$ cat config.mk
export PLATFORM = sky130hd
export DESIGN_NAME = seq_mult_ctrl
export DESIGN_NICKNAME = d
export VERILOG_FILES = /design/src/rtl/seq_mult_ctrl.sv
export SDC_FILE = /design/constraint.sdc
export NUM_CORES = 1
export LEC_CHECK = 0
export BUFFER_PORTS_ARGS = -buffer_cell sky130_fd_sc_hd__buf_2
export CAP_MARGIN = 40
export CORE_MARGIN = 2
export CORE_UTILIZATION = 46
export DETAILED_ROUTE_END_ITERATION = 12
export GPL_TIMING_DRIVEN = 1
export PLACE_DENSITY = 0.85
export SLEW_MARGIN = 20
export SYNTH_ARGS = -nofsm -noshare
export SYNTH_HDL_FRONTEND = slang
export SYNTH_SLANG_ARGS = --single-unit
export TNS_END_PERCENT = 20
$ cat constraint.sdc
create_clock -name clk -period 4.2 [get_ports clk]
set_input_delay 0.42 -clock clk [delete_from_list [all_inputs] [get_ports clk]]
set_output_delay 0.42 -clock clk [all_outputs]
set_load 0.02 [all_outputs]
$ cat src/rtl/seq_mult_ctrl.sv
// seq_mult_ctrl: iterative 32x32 multiplier sequencing an external combinational adder
// Ports: clk, reset (async, active-high), start/a/b request, busy/done/product status,
//        add_a/add_b/add_sel drive the shared adder, add_sum/add_c32 return its result.
// Build option: SEQ_MULT_SIGNED_EN selects radix-2 Booth (signed); default is unsigned shift-add.
module seq_mult_ctrl #(
    parameter logic [2:0] ADD_SEL = 3'b010,
    parameter logic [2:0] SUB_SEL = 3'b110
) (
    input  logic        clk,
    input  logic        reset,
    input  logic        start,
    input  logic [31:0] a,
    input  logic [31:0] b,
    output logic        busy,
    output logic        done,
    output logic [63:0] product,
    output logic [31:0] add_a,
    output logic [31:0] add_b,
    output logic [2:0]  add_sel,
    input  logic [31:0] add_sum,
    input  logic        add_c32
);
    typedef enum logic [1:0] {IDLE, CALC, DONE} state_t;
    state_t      state_q, state_d;
    logic [31:0] m_q, m_d;
    logic [63:0] p_q, p_d;
    logic [5:0]  cnt_q, cnt_d;
    logic [63:0] step;
    logic        calc, sub_step;
    assign calc    = state_q == CALC;
    assign busy    = state_q != IDLE;
    assign done    = state_q == DONE;
    assign product = p_q;
    assign add_a   = p_q[63:32];
    assign add_b   = m_q;
    assign add_sel = sub_step ? SUB_SEL : ADD_SEL;
`ifdef SEQ_MULT_SIGNED_EN
    logic        q_q, q_d, add_step, s;
    logic [31:0] nv;
    assign add_step = calc && !p_q[0] && q_q;
    assign sub_step = calc && p_q[0] && !q_q;
    always_comb begin
        nv   = (add_step || sub_step) ? add_sum : p_q[63:32];
        // s is bit 32 of the exact 33-bit signed sum, so overflow of the
        // 32-bit adder (e.g. M = 0x80000000) does not corrupt the sign.
        s    = add_step ? p_q[63] ^ m_q[31] ^ add_c32 :
               sub_step ? p_q[63] ^ ~m_q[31] ^ add_c32 : p_q[63];
        step = {s, nv, p_q[31:1]};
        q_d  = calc ? p_q[0] : (state_q == IDLE && start) ? 1'b0 : q_q;
    end
    always_ff @(posedge clk or posedge reset)
        if (reset) q_q <= 1'b0;
        else       q_q <= q_d;
`else
    assign sub_step = 1'b0;
    assign step     = p_q[0] ? {add_c32, add_sum, p_q[31:1]} : {1'b0, p_q[63:1]};
`endif
    always_comb begin
        state_d = state_q;
        m_d     = m_q;
        p_d     = p_q;
        cnt_d   = cnt_q;
        case (state_q)
            IDLE: if (start) begin
                state_d = CALC;
                m_d     = a;
                p_d     = {32'd0, b};
                cnt_d   = 6'd0;
            end
            CALC: begin
                p_d     = step;
                cnt_d   = cnt_q + 6'd1;
                state_d = (cnt_q == 6'd31) ? DONE : CALC;
            end
            default: state_d = IDLE;
        endcase
    end
    always_ff @(posedge clk or posedge reset)
        if (reset) begin
            state_q <= IDLE;
            m_q     <= 32'd0;
            p_q     <= 64'd0;
            cnt_q   <= 6'd0;
        end else begin
            state_q <= state_d;
            m_q     <= m_d;
            p_q     <= p_d;
            cnt_q   <= cnt_d;
        end
endmodule

==> Word-level counts from Yosys, hierarchy flattened <==
Index checks and enable logic that the tools add are counted.
{ "op_classes": {"addsub": 1, "n_eq_ne": 4, "n_reduce_logical": 5, "muxes": 8} }
{ "ops": {"columns": ["cell", "n"], "rows": [
  ["$mux W64", 2],
  ["$pmux W64 S2", 1],
  ["$pmux W6 S2", 1],
  ["$add A6 B1 Y6 const B", 1],
  ["$eq A6 B5 Y1 const B", 1],
  ["$mux W6", 1],
  ["$mux W2", 2],
  ["$pmux W2 S2", 1],
  ["$reduce_and A2 Y1", 2],
  ["$reduce_bool A2 Y1", 2],
  ["$eq A2 B1 Y1 const B", 1],
  ["$eq A2 B2 Y1 const B", 1],
  ["$logic_not A2 Y1", 1],
  ["$ne A2 B2 Y1 const B", 1]
]} }
{ "word_totals": {"register_bits": 104, "in_bits": 100, "elab_cells": 22} }

==> Logic depth before layout (Yosys ltp) <==
Gate-level depths: netlist of run 1.
{ "depth": {"depth_word": 3, "mapped_depth": 6, "ltp_nobuf": 4} }

==> Least setup slack after synthesis of run 1 <==
OpenSTA, ideal clock, no wires.
{ "synth_path": {"kind": "register to output", "from": "register state_q[0]", "to": "output busy", "path_buffers": 2, "path_stages_with_launch": 4, "slack_ns": 2.694, "required_ns": 3.780, "t_arrival_ns": 1.086, "path_cell_list": "dfrtp_1 buf_2 buf_1 or2_2"} }
{ "synth_between": {"elab_chain_cells": 1} }
{ "synth_rtl": {"columns": ["item", "line", "source"], "rows": [
  ["start, declared", "24", "state_t state_q, state_d;"],
  ["start signal, assigned", "85", "state_q <= state_d;"],
  ["$reduce_bool A2 Y1", "31", "assign busy = state_q != IDLE;"],
  ["end, declared", "14", "output logic busy,"]
]} }
No other way between the ends.

==> Worst setup path in the final report of run 1 <==
{ "layout_path": {"from": "register state_q[0]", "to": "register m_q[24] (netlist: add_b[24])"} }
{ "layout_between": {"elab_chain_cells": 2} }
{ "layout_rtl": {"columns": ["item", "line", "source"], "rows": [
  ["$logic_not A2 Y1", "63", "case (state_q)"],
  ["$reduce_and A2 Y1 (no source line)", null, null],
  ["end signal, assigned", "86", "m_q <= m_d;"],
  ["end, declared", "25", "logic [31:0] m_q, m_d;"]
]} }
No other way between the ends.
A chain may end at the register's enable or synchronous reset.

==> out/qor.yml, run 1 <==
outcome:
  outcome: "complete, no violations"
clocking:
  numCtsBuffers: 9
  hold_buffers: 0
  clockBufferDepth: 2
  post_cts_resized: 0
  insertion_delay_ps: 350
  postCtsSetupRepairBufs: 0
  cts_root_buf: "clkbuf_8"
  cts_tree: "built"
  clkTransAtPathRegs_ps: 90
  h-tree-depth: 3
  cts.sinks: 104
synthesis:
  synth_top_flop_cell: "dfrtp_1"
  synth_top_cells_by_count: "dfrtp_1, nand2_1, o21ai_0"
  muxShareOfSynthArea_pct: 16.5
  post-synth-top-area-cell: "dfrtp_1"
  syn_inst: 426
  syn_avg_cell_area_um2: 11.3
  synth_top_family_by_area: "multiplexers"
  synthDistinctLibCells: 31
  synth.most_common_cell: "dfrtp_1"
  ys_top_cells_by_area: "dfrtp_1, mux2_4, mux2i_1"
  syn-cell-area_um2: 4810
  synth_compound_area_share_pct: 12.8
  synth-simple-area-share_pct: 7.37
  ys_seq_elements: 104
  synth-adder-area-share_pct: 0.260
  ys.warnings.count: 0
  synth-edff-count: 0
  synth-async-reset-ratio_pct: 100
  synthXorXnorAreaFrac_pct: 0
  synthDominantCellAreaShare_pct: 54.2
  yosysSeqAreaShare_pct: 54.2
sta:
  tns_ps: 0
  skew_ps: 9.09
  final-hold-violation-count: 0
  final.setup.worst_slack_ps: 2060
  layout_min_cycle_time_ps: 2140
  max_freq_ghz: 0.468
  grt_setup_unrepaired: "no"
  setup_viol: 0
  finalMaxSlewViolations: 0
  tightestPinTransition_ps: 670
  relSlewSlack_pct: 55.3
  fin_crit_sh_pct: 50.9
grt:
  grt_antenna_before_repair: 0
  grt_pass1_wl_um: 18600
  track_usage_pct: 20.8
  grt_max_degree: 45
  grt-ovfl-total: 0
  first_global_vias: 3733
routing:
  routed_via_density: 5.14
  first_iter_violations: 246
  vias: 3864
  drtPass1Iterations: 4
  drc: 0
  ant_nets: 0
  totalWireLength_um: 11800
  wire_per_inst_um: 15.7
critical_path:
  rr_worst_depth: 3
  crit_type: "reg2reg"
  crit_path_max_fanout: 24
  rrSetupSlack_ps: 2060
  worst_ep_arrival_time_ps: 2370
  reg2reg_from: "state_q[0]"
  cp.required_ps: 4430
  cp_cell_sequence: "or3b_2 -> buf_12 -> mux2_4"
  r2r-end: "add_b[24]"
  end_kind: "flop"
  startpoint_type: "flop"
  max_stage_delay_ps: 800
  cp_slowest_cell: "or3b_2"
floorplan:
  design.core.area_um2: 10200
  die_w_um: 106
  dieArea_um2: 11300
  die_h_um: 106
  io_pins: 233
  rows: 37
  initial_core_util_pct: 47.0
placement:
  dp_slack_ps: 2080
  place_congestion: 0.834
  port_buffers: 229
  dp_hpwl_um: 8750
final_layout:
  drive_gt1_share_pct: 47.2
  syn2layout_area_growth_pct: 27.3
  antenna-diode-count: 0
  nets: 712
power_and_ir_drop:
  powerDensity_nw_per_um2: 851
  leakage_nw: 3.10
  ir_drop_mv: 0.396
flow_run:
  maxCapViolations: 0
worst_hold_path:
  hp-class: "in2async"
## cell families after synthesis
logic type / after synthesis
flip-flops: 104
AND/OR/NAND/NOR: 85
multiplexers: 65
buffers and inverters: 66
other: 2
adder cells (fa/ha/maj): 1
AO/OA/AOI/OAI: 103
## critical path, delay by kind of cell (launching register included)
kind                   cells  cell delay (ps)
buffers and inverters      1              270
flip-flops                 1              630
multiplexers               1              310
AND/OR/NAND/NOR            1              800
## how the worst max path moves through the flow
| stage | endpoint | depth (start not counted) | from |
|---|---|---|---|
| finish | add_b[24] | 3 | state_q[0] |
| global route | product[52] | 4 | state_q[0] |
| CTS | add_b[24] | 3 | state_q[0] |
| detailed placement | add_b[24] | 3 | state_q[0] |
| global placement | product[31] | 4 | state_q[0] |
| floorplan | add_b[0] | 1 | reset |
## cell type report
type	instances	area (µm²)
Multi-Input combinational cell	257	1800
Inverter	1	6.26
Clock buffer	11	141
Clock inverter	5	128
Tap cell	136	170
Fill cell	845	4110
Sequential cell	104	2600
Timing Repair Buffer	238	1270
## registers in the layout, summed over array words and instances (netlist names)
name	count
add_b	32
cnt_q	6
product	64
state_q	2
## routing by layer
metal	GRT usage (%)	up-vias	wire length, µm
li1	-	1809	-
met1	26.0	1867	4840
met2	35.7	168	5980
met3	4.97	20	810
met4	6.77	0	204
met5	0	-	0
## report_power, final
group / switching, W / total, W / internal [W]
combinational: 0.00148 / 0.00249 / 0.00101
clock: 0.000330 / 0.000803 / 0.000473
sequential: 0.000429 / 0.00192 / 0.00149
## stage by stage
stage / total power, W / util (%) / hold slack [ps] / std cells / cell area (µm²)
floorplan: 0.00371 / - / 439 / 427 / 4810
global placement: 0.00430 / 56.2 / 465 / 731 / 5750
detailed placement: 0.00444 / 57.2 / 448 / 736 / 5850
CTS: 0.00525 / 59.8 / 53.0 / 752 / 6120
global route: 0.00553 / 59.8 / 61.7 / 752 / 6120
finish: 0.00521 / 59.8 / 69.7 / 752 / 6120
## cells in the final DEF (no fill, tap or decap), drive strengths merged, types with 3 or more instances in the layout
cell	synthesis	routed
o21ai	65	65
mux2i	33	33
nand2	69	69
clkbuf	12	11
nor2b	4	4
buf	53	238
bufinv	0	4
a22oi	31	31
dfrtp	104	104
conb	2	3
mux2	32	32
Note: power is estimated with default switching activity, not from simulation.
==> run 2, diff against run 1 <==
clock period = 2.2 ns   (was 4.2 ns; I/O delays follow)
==> run 2 against run 1 <==
Net effect:
- non-clock buffer count up 4
- power up 81%
- sequential cell count unchanged
- highest routed layer unchanged
==> out/qor.yml, run 2 (same netlist as run 1, synthesis figures left out) <==
critical_path:
  reg2reg_from: "state_q[0]"
  crit_start: "product[0]"
  cp.required_ps: 1980  # -2450 ps
  rrSetupSlack_ps: 480  # -1580 ps
  cp_cell_sequence: "buf_4 -> buf_2"
  rr_worst_depth: 3  # unchanged
  max_stage_delay_ps: 610  # -190 ps
  critPathBufInv: 2  # +1
  r2r-end: "add_b[15]"
  startpoint_type: "flop"
  worst_ep_arrival_time_ps: 1610  # -760 ps
  crit_type: "reg2out"
  cp_slowest_cell: "dfrtp_2"
  crit_cells: 2  # -1
  crit_end: "product[0]"
  crit_path_max_fanout: 22  # -8.3%
  crit_family: "buffers and inverters"
  end_kind: "output pin"
routing:
  totalWireLength_um: 11500  # -3.0%
  ant_nets: 0  # unchanged
  drc: 0  # unchanged
  wire_per_inst_um: 15.2  # -3.4%
  routed_via_density: 5.06  # -1.6%
  vias: 3818  # -1.2%
  drtPass1Iterations: 4  # unchanged
  first_iter_violations: 253  # +2.8%
final_layout:
  final_util_pct: 59.0  # -0.81 points
  nets: 716  # +0.56%
  layout_commonest_cell: "buf_2"
  seqCellArea_um2: 2600  # unchanged
  largest_reg_flops: 64  # unchanged
  n_fill_cell: 861  # +1.9%
  layout_common_cells: "buf_2, dfrtp_1, nand2_1"
  drive_gt1_share_pct: 47.3  # +0.094 points
  multiInputGateArea_um2: 1800  # unchanged
  syn2layout_area_growth_pct: 25.6
  antenna-diode-count: 0  # unchanged
clocking:
  post_cts_resized: 0  # unchanged
  cts_root_buf: "clkbuf_8"
  cts_tree: "built"
  postCtsSetupRepairBufs: 0  # unchanged
  clockBufferDepth: 2  # unchanged
  h-tree-depth: 3  # unchanged
  clkTransAtPathRegs_ps: 90  # about the same
  cts.sinks: 104  # unchanged
  numCtsBuffers: 9  # unchanged
  insertion_delay_ps: 350  # about the same
placement:
  dp_slack_ps: 488  # -1590 ps
  port_buffers: 229  # unchanged
  place_congestion: 0.804  # -3.5%
  dp_hpwl_um: 8440  # -3.5%
power_and_ir_drop:
  ir_drop_mv: 0.599  # +51%
  powerDensity_nw_per_um2: 1570  # +84%
  leakage_nw: 3.07  # -0.99%
  total_power_w: 0.00945  # +81%
sta:
  fin_crit_sh_pct: 83.3
  relSlewSlack_pct: 60.9  # +5.6 points
  final.setup.worst_slack_ps: 368  # -1690 ps
  setup_viol: 0  # unchanged
  final-hold-violation-count: 0  # unchanged
  finalMaxSlewViolations: 0  # unchanged
  max_freq_ghz: 0.546
  tns_ps: 0  # unchanged
  grt_setup_unrepaired: "no"
  layout_min_cycle_time_ps: 1830
  skew_ps: 10.7  # +1.57 ps
  tightestPinTransition_ps: 585  # -84.6 ps
floorplan:
  die_h_um: 106  # unchanged
  dieArea_um2: 11300  # unchanged
  die_w_um: 106  # unchanged
  design.core.area_um2: 10200  # unchanged
  io_pins: 233  # unchanged
  rows: 37  # unchanged
  initial_core_util_pct: 47.0  # unchanged
grt:
  grt_antenna_before_repair: 0  # unchanged
  track_usage_pct: 20.4  # -0.41 points
  grt-ovfl-total: 0  # unchanged
  grt_pass1_wl_um: 18400  # -1.2%
  grt_max_degree: 50  # +11%
  first_global_vias: 3607  # -3.4%
worst_hold_path:
  hp-class: "in2reg"
flow_run:
  maxCapViolations: 0  # unchanged
outcome:
  outcome: "complete, no violations"
run 2: changes by cell type in the layout (fill, tap and decap cells not counted), sizes merged:
| cell | change |
|---|---|
| buf | +3 |
| clkinv | +2 |
| clkbuf | -1 |
| dlygate4sd3 | +1 |
| bufinv | -3 |
| clkinvlp | +1 |
run 2: what timing repair did:
item,in CTS,in global routing
endpoints found under the setup margin,0,0
hold buffers,1,0
endpoints found under the hold margin,25,0
run 2: cell type report:
type,instances,share of cell area (%)
Inverter,1,0.124
Sequential cell,104,43.1
Timing Repair Buffer,242,21.1
Multi-Input combinational cell,257,29.8
Tap cell,136,2.82
Clock buffer,10,2.11
Clock inverter,5,0.933
run 2: worst register-to-register path, cell delays in order (launching register included):
cell,delay [ps]
dfrtp_1,390
or3b_2,640
buf_12,250
mux2_4,330
run 2: worst min path at each step:
stage	start	cells after the start	slack (ps)	endpoint
6_report	a[1]	2	90	add_b[1]
5_1_grt	a[14]	2	60	add_b[14]
4_1_cts	a[11]	2	70	add_b[11]
3_5_place_dp	reset	2	320	add_b[11]
3_3_place_gp	reset	2	300	add_b[29]
2_1_floorplan	a[10]	1	370	add_b[10]
run 2: power by group:
part           total (W)  switching (W)  internal, W
Clock            0.00114       0.000618     0.000521
Sequential       0.00359       0.000751      0.00284
Combinational    0.00472        0.00282      0.00190
run 2: metrics by stage:
| step | hold slack (ps) | cells | instance area (µm²) |
|---|---|---|---|
| after floorplan | 369 | 427 | 4810 |
| after global placement | 303 | 739 | 5840 |
| after detailed placement | 319 | 739 | 5840 |
| after CTS | 65.5 | 755 | 6030 |
| after global routing | 59.2 | 755 | 6030 |
| final | 87.0 | 755 | 6030 |
run 2: layer usage:
layer  wire [µm]  global-route usage, %
met5           0                      0
met4         235                   7.14
met3         750                   4.17
met2        5780                   33.9
met1        4720                   26.7
